<file path="config.mk">
export PLATFORM = sky130hd
export DESIGN_NAME = prbs31_err_window
export DESIGN_NICKNAME = d
export VERILOG_FILES = /design/src/rtl/prbs31_err_window.sv
export SDC_FILE = /design/constraint.sdc
export NUM_CORES = 1
export LEC_CHECK = 0
export BUFFER_PORTS_ARGS = -buffer_cell sky130_fd_sc_hd__buf_2
export CAP_MARGIN = 5
export CORE_AREA = 4 4 41 43
export CTS_CLUSTER_DIAMETER = 50
export DETAILED_ROUTE_END_ITERATION = 8
export DIE_AREA = 0 0 45 47
export PLACE_DENSITY = 0.8
export SYNTH_ARGS = -nofsm -noshare
export SYNTH_HDL_FRONTEND = slang
export SYNTH_SLANG_ARGS = --single-unit
</file>
<file path="constraint.sdc">
create_clock -name clk -period 3.44 [get_ports clk]
set_clock_uncertainty 0.05 [all_clocks]
set_input_delay 0.688 -clock clk [delete_from_list [all_inputs] [get_ports clk]]
set_output_delay 0.688 -clock clk [all_outputs]
set_load 0.05 [all_outputs]
</file>
<file path="src/rtl/prbs31_err_window.sv">
// Loss-of-lock detector: counts errors over a sliding-by-wrap window of locked valid bits.
module prbs31_err_window #(
    parameter int LOL_WINDOW = 256,
    parameter int LOL_ERRS   = 8
) (
    input  logic clk,
    input  logic rst_n,
    input  logic active,
    input  logic step,
    input  logic err,
    output logic lol
);
    localparam int BW = $clog2(LOL_WINDOW + 1);
    localparam int EW = $clog2(LOL_ERRS + 1);

    logic [BW-1:0] win_bits;
    logic [EW-1:0] win_errs;
    logic          wrap;

    assign wrap = (win_bits == BW'(LOL_WINDOW - 1));
    // Fires on the edge that samples the LOL_ERRS-th error of the window.
    assign lol  = active && step && err && (win_errs == EW'(LOL_ERRS - 1));

    always_ff @(posedge clk or posedge rst_n) begin
        if (rst_n) begin
            win_bits <= '0;
            win_errs <= '0;
        end else if (active && step) begin
            if (lol || wrap) begin
                win_bits <= '0;
                win_errs <= '0;
            end else begin
                win_bits <= win_bits + 1'b1;
                if (err) win_errs <= win_errs + 1'b1;
            end
        end
    end
endmodule

</file>
==> run metrics <==
status finished, final reports clean; Fin. Hold Viols 0; standard-cell row count 13; number of detailed-routing iterations run before antenna repair 2; top cell type by total area after synthesis sky130_fd_sc_hd__dfrtp_1; classification of the worst-slack hold path input port to asynchronous set/reset pin; residual overflow from global routing 0; gr usage total 16.4%; library cell with the highest instance count after synthesis sky130_fd_sc_hd__dfrtp_1; count of buffers from port buffering 5; category of the worst setup path capture point register; number of H-tree branching levels 1; core outline area 1300 um^2; count of cells resized by post-cts repair 0; sequential area share after synthesis 44.2%; horizontal die dimension 45 um; Synth Area per Inst 9.20 um^2; count of cell types in the netlist 26; drt wl/cell 14.4 um; CTS tree yes; power share of the clock group 20.1%; worst setup path class register to register; # Max-Cap Violations 0; Num CTS Buffers 3; num ports 6; post-layout min period 2280 ps; clk sinks 13; data required time at the worst endpoint 3590 ps; max-slew violation count 0; sort of element at the start of the critical path register; final total power 478 uW; part of the power in combinational logic 25.8%; Cell Int Power 313 uW; number of hold-repair buffers added at the cts stage 0; Avg Vias per Cell 6.07; RSZ-0062 raised after global routing false; synthesized area 736 um^2; proportion of total power due to net switching 34.7%; final standard cell utilization of the core 60.1%; number of flops mapped to enable cells by yosys 0; DRC 0; gpl congestion 0.807; Max-slew headroom 66.9%; Arr. time, crit path 2440 ps; setup TNS 0 ps; portion of the clock cycle consumed by the worst path in the final layout 66.3%; fraction of power consumed by sequential logic 54.1%; clock latency at the later pin of the worst-skew pair 280 ps; via count 607; VDD IR max 0.000337 V; number of synthesized register bits 13; number of synthesis warnings 0; post-detailed-route count of antenna-violating nets 0; number of antenna violations at the first check in global routing 0; final wirelength 1440 um; first-pass GRT wire length 2460 um; nets in the synthesized netlist 88; Clk pin slew, worst setup/hold paths 90 ps; most common library cells after synthesis sky130_fd_sc_hd__dfrtp_1 (13), sky130_fd_sc_hd__o21ai_0 (10), sky130_fd_sc_hd__nand2_1 (8); overall die height 47 um; drt first-iter violations 6; Reg2Reg Depth 7; upper clock frequency limit 0.438 GHz; clock root cell sky130_fd_sc_hd__clkbuf_4; Worst Hold Margin 361 ps; post-synthesis instance total 80; number of failing setup endpoints in the final timing report 0; post-synth top area share 44.2%; cell types occupying the most area after synthesis sky130_fd_sc_hd__dfrtp_1 (44%), sky130_fd_sc_hd__o21ai_0 (6.8%), sky130_fd_sc_hd__ha_1 (5.1%), sky130_fd_sc_hd__o31ai_1 (5.1%), sky130_fd_sc_hd__nand2_1 (4.1%); Initial Utilization 56.5%; net total in the final layout 94; Clock Path Buffers 2; cell leakage power 0.000345 uW; Post-CTS Setup Repair Bufs 0; P_sw 166 uW; via count of the first global-routing pass 583; area growth from synthesis to final layout 6.29%; share of async-settable or async-resettable flops after synthesis 100%; half-perimeter wire length of the detailed placement result 1080 um; total power per unit cell area 612 nW/um^2; Die ar. 2120 um^2; number of antenna repair diodes 0; pin slew with the least headroom to its limit 495 ps; maximum number of pins on one net before global-route repair 15; maximum fanout encountered on the critical timing path 12; top flip-flop cell by instance count after synthesis sky130_fd_sc_hd__dfrtp_1; ratio of cells with drive above 1 in the final layout 12.9%
==> metrics by stage <==
stage	std cells	area (um^2)	setup slack [ps]
after floorplan	80	736	1070
after global placement	96	756	1260
after detailed placement	96	756	1190
after CTS	100	782	1170
after global routing	100	782	1050
final	100	782	1160
==> worst paths after layout <==
kind	end	startpoint	slack, ps
worst min register to register	win_bits[4]	win_bits[4]	440
max in group asynchronous	win_bits[4]	rst_n	2630
min in group clk	win_bits[4]	win_bits[4]	440
worst min-delay path	win_errs[3]	rst_n	360
worst max register to register	win_bits[6]	win_bits[0]	1160
worst max-delay path	win_bits[6]	win_bits[0]	1160
==> logic make-up (layout without fill, tap and decap cells) <==
family,count (synthesis),count (layout),share of synthesized area (%)
flip-flops,13,13,44.2
AND/OR/NAND/NOR,30,30,23.1
adder cells (fa/ha/maj),3,3,5.10
buffers and inverters,9,14,5.78
AO/OA/AOI/OAI,25,25,21.8
==> layout make-up <==
cell class	count	area, um^2
multi-input combinational	58	368
clock buffer	4	26.3
fill	115	519
tap	15	18.8
inverter	5	18.8
timing repair buffer	5	25.0
sequential	13	325
==> registers in the layout, summed over array words and instances (netlist names) <==
name	flops
win_bits	9
win_errs	4
==> metal layers <==
metal / vias to the layer above / routed length, um / track usage (%)
met1: 298 / 671 / 20.0
li1: 302 / - / -
met2: 3 / 708 / 27.1
met4: 0 / 36 / 10.5
met5: - / 0 / 0
met3: 4 / 19 / 2.30
==> cell usage in the layout (no fill, tap or decap), drive strengths merged <==
master / instances
dfrtp: 13
and2: 2
o41ai: 2
o21ai: 12
nor2b: 1
nor3b: 3
nor2: 3
and4b: 1
o31ai: 5
inv: 5
nand2b: 1
nand3: 2
and3: 1
nand4: 3
a211oi: 1
nand2: 8
a21oi: 3
or3: 3
clkbuf: 4
a21o: 2
buf: 5
nor3: 1
nand4b: 1
ha: 3
==> worst max-delay path, cell delays in order, from the launching register on <==
cell and delay (ps):
sky130_fd_sc_hd__dfrtp_1 410, sky130_fd_sc_hd__ha_1 240, sky130_fd_sc_hd__nand4_1 140, sky130_fd_sc_hd__nor3_1 60, sky130_fd_sc_hd__ha_1 310, sky130_fd_sc_hd__or3_1 540, sky130_fd_sc_hd__or3_1 400, sky130_fd_sc_hd__o21ai_2 60
==> power groups by stage <==
stage	Sequential [uW]	Combinational, uW	Clock (uW)
2_1_floorplan	246	105	0
3_3_place_gp	257	122	0
5_1_grt	266	143	102
3_5_place_dp	260	126	0
4_1_cts	257	126	97.7
6_report	259	124	96.0
Power figures use the tool's default switching activity.
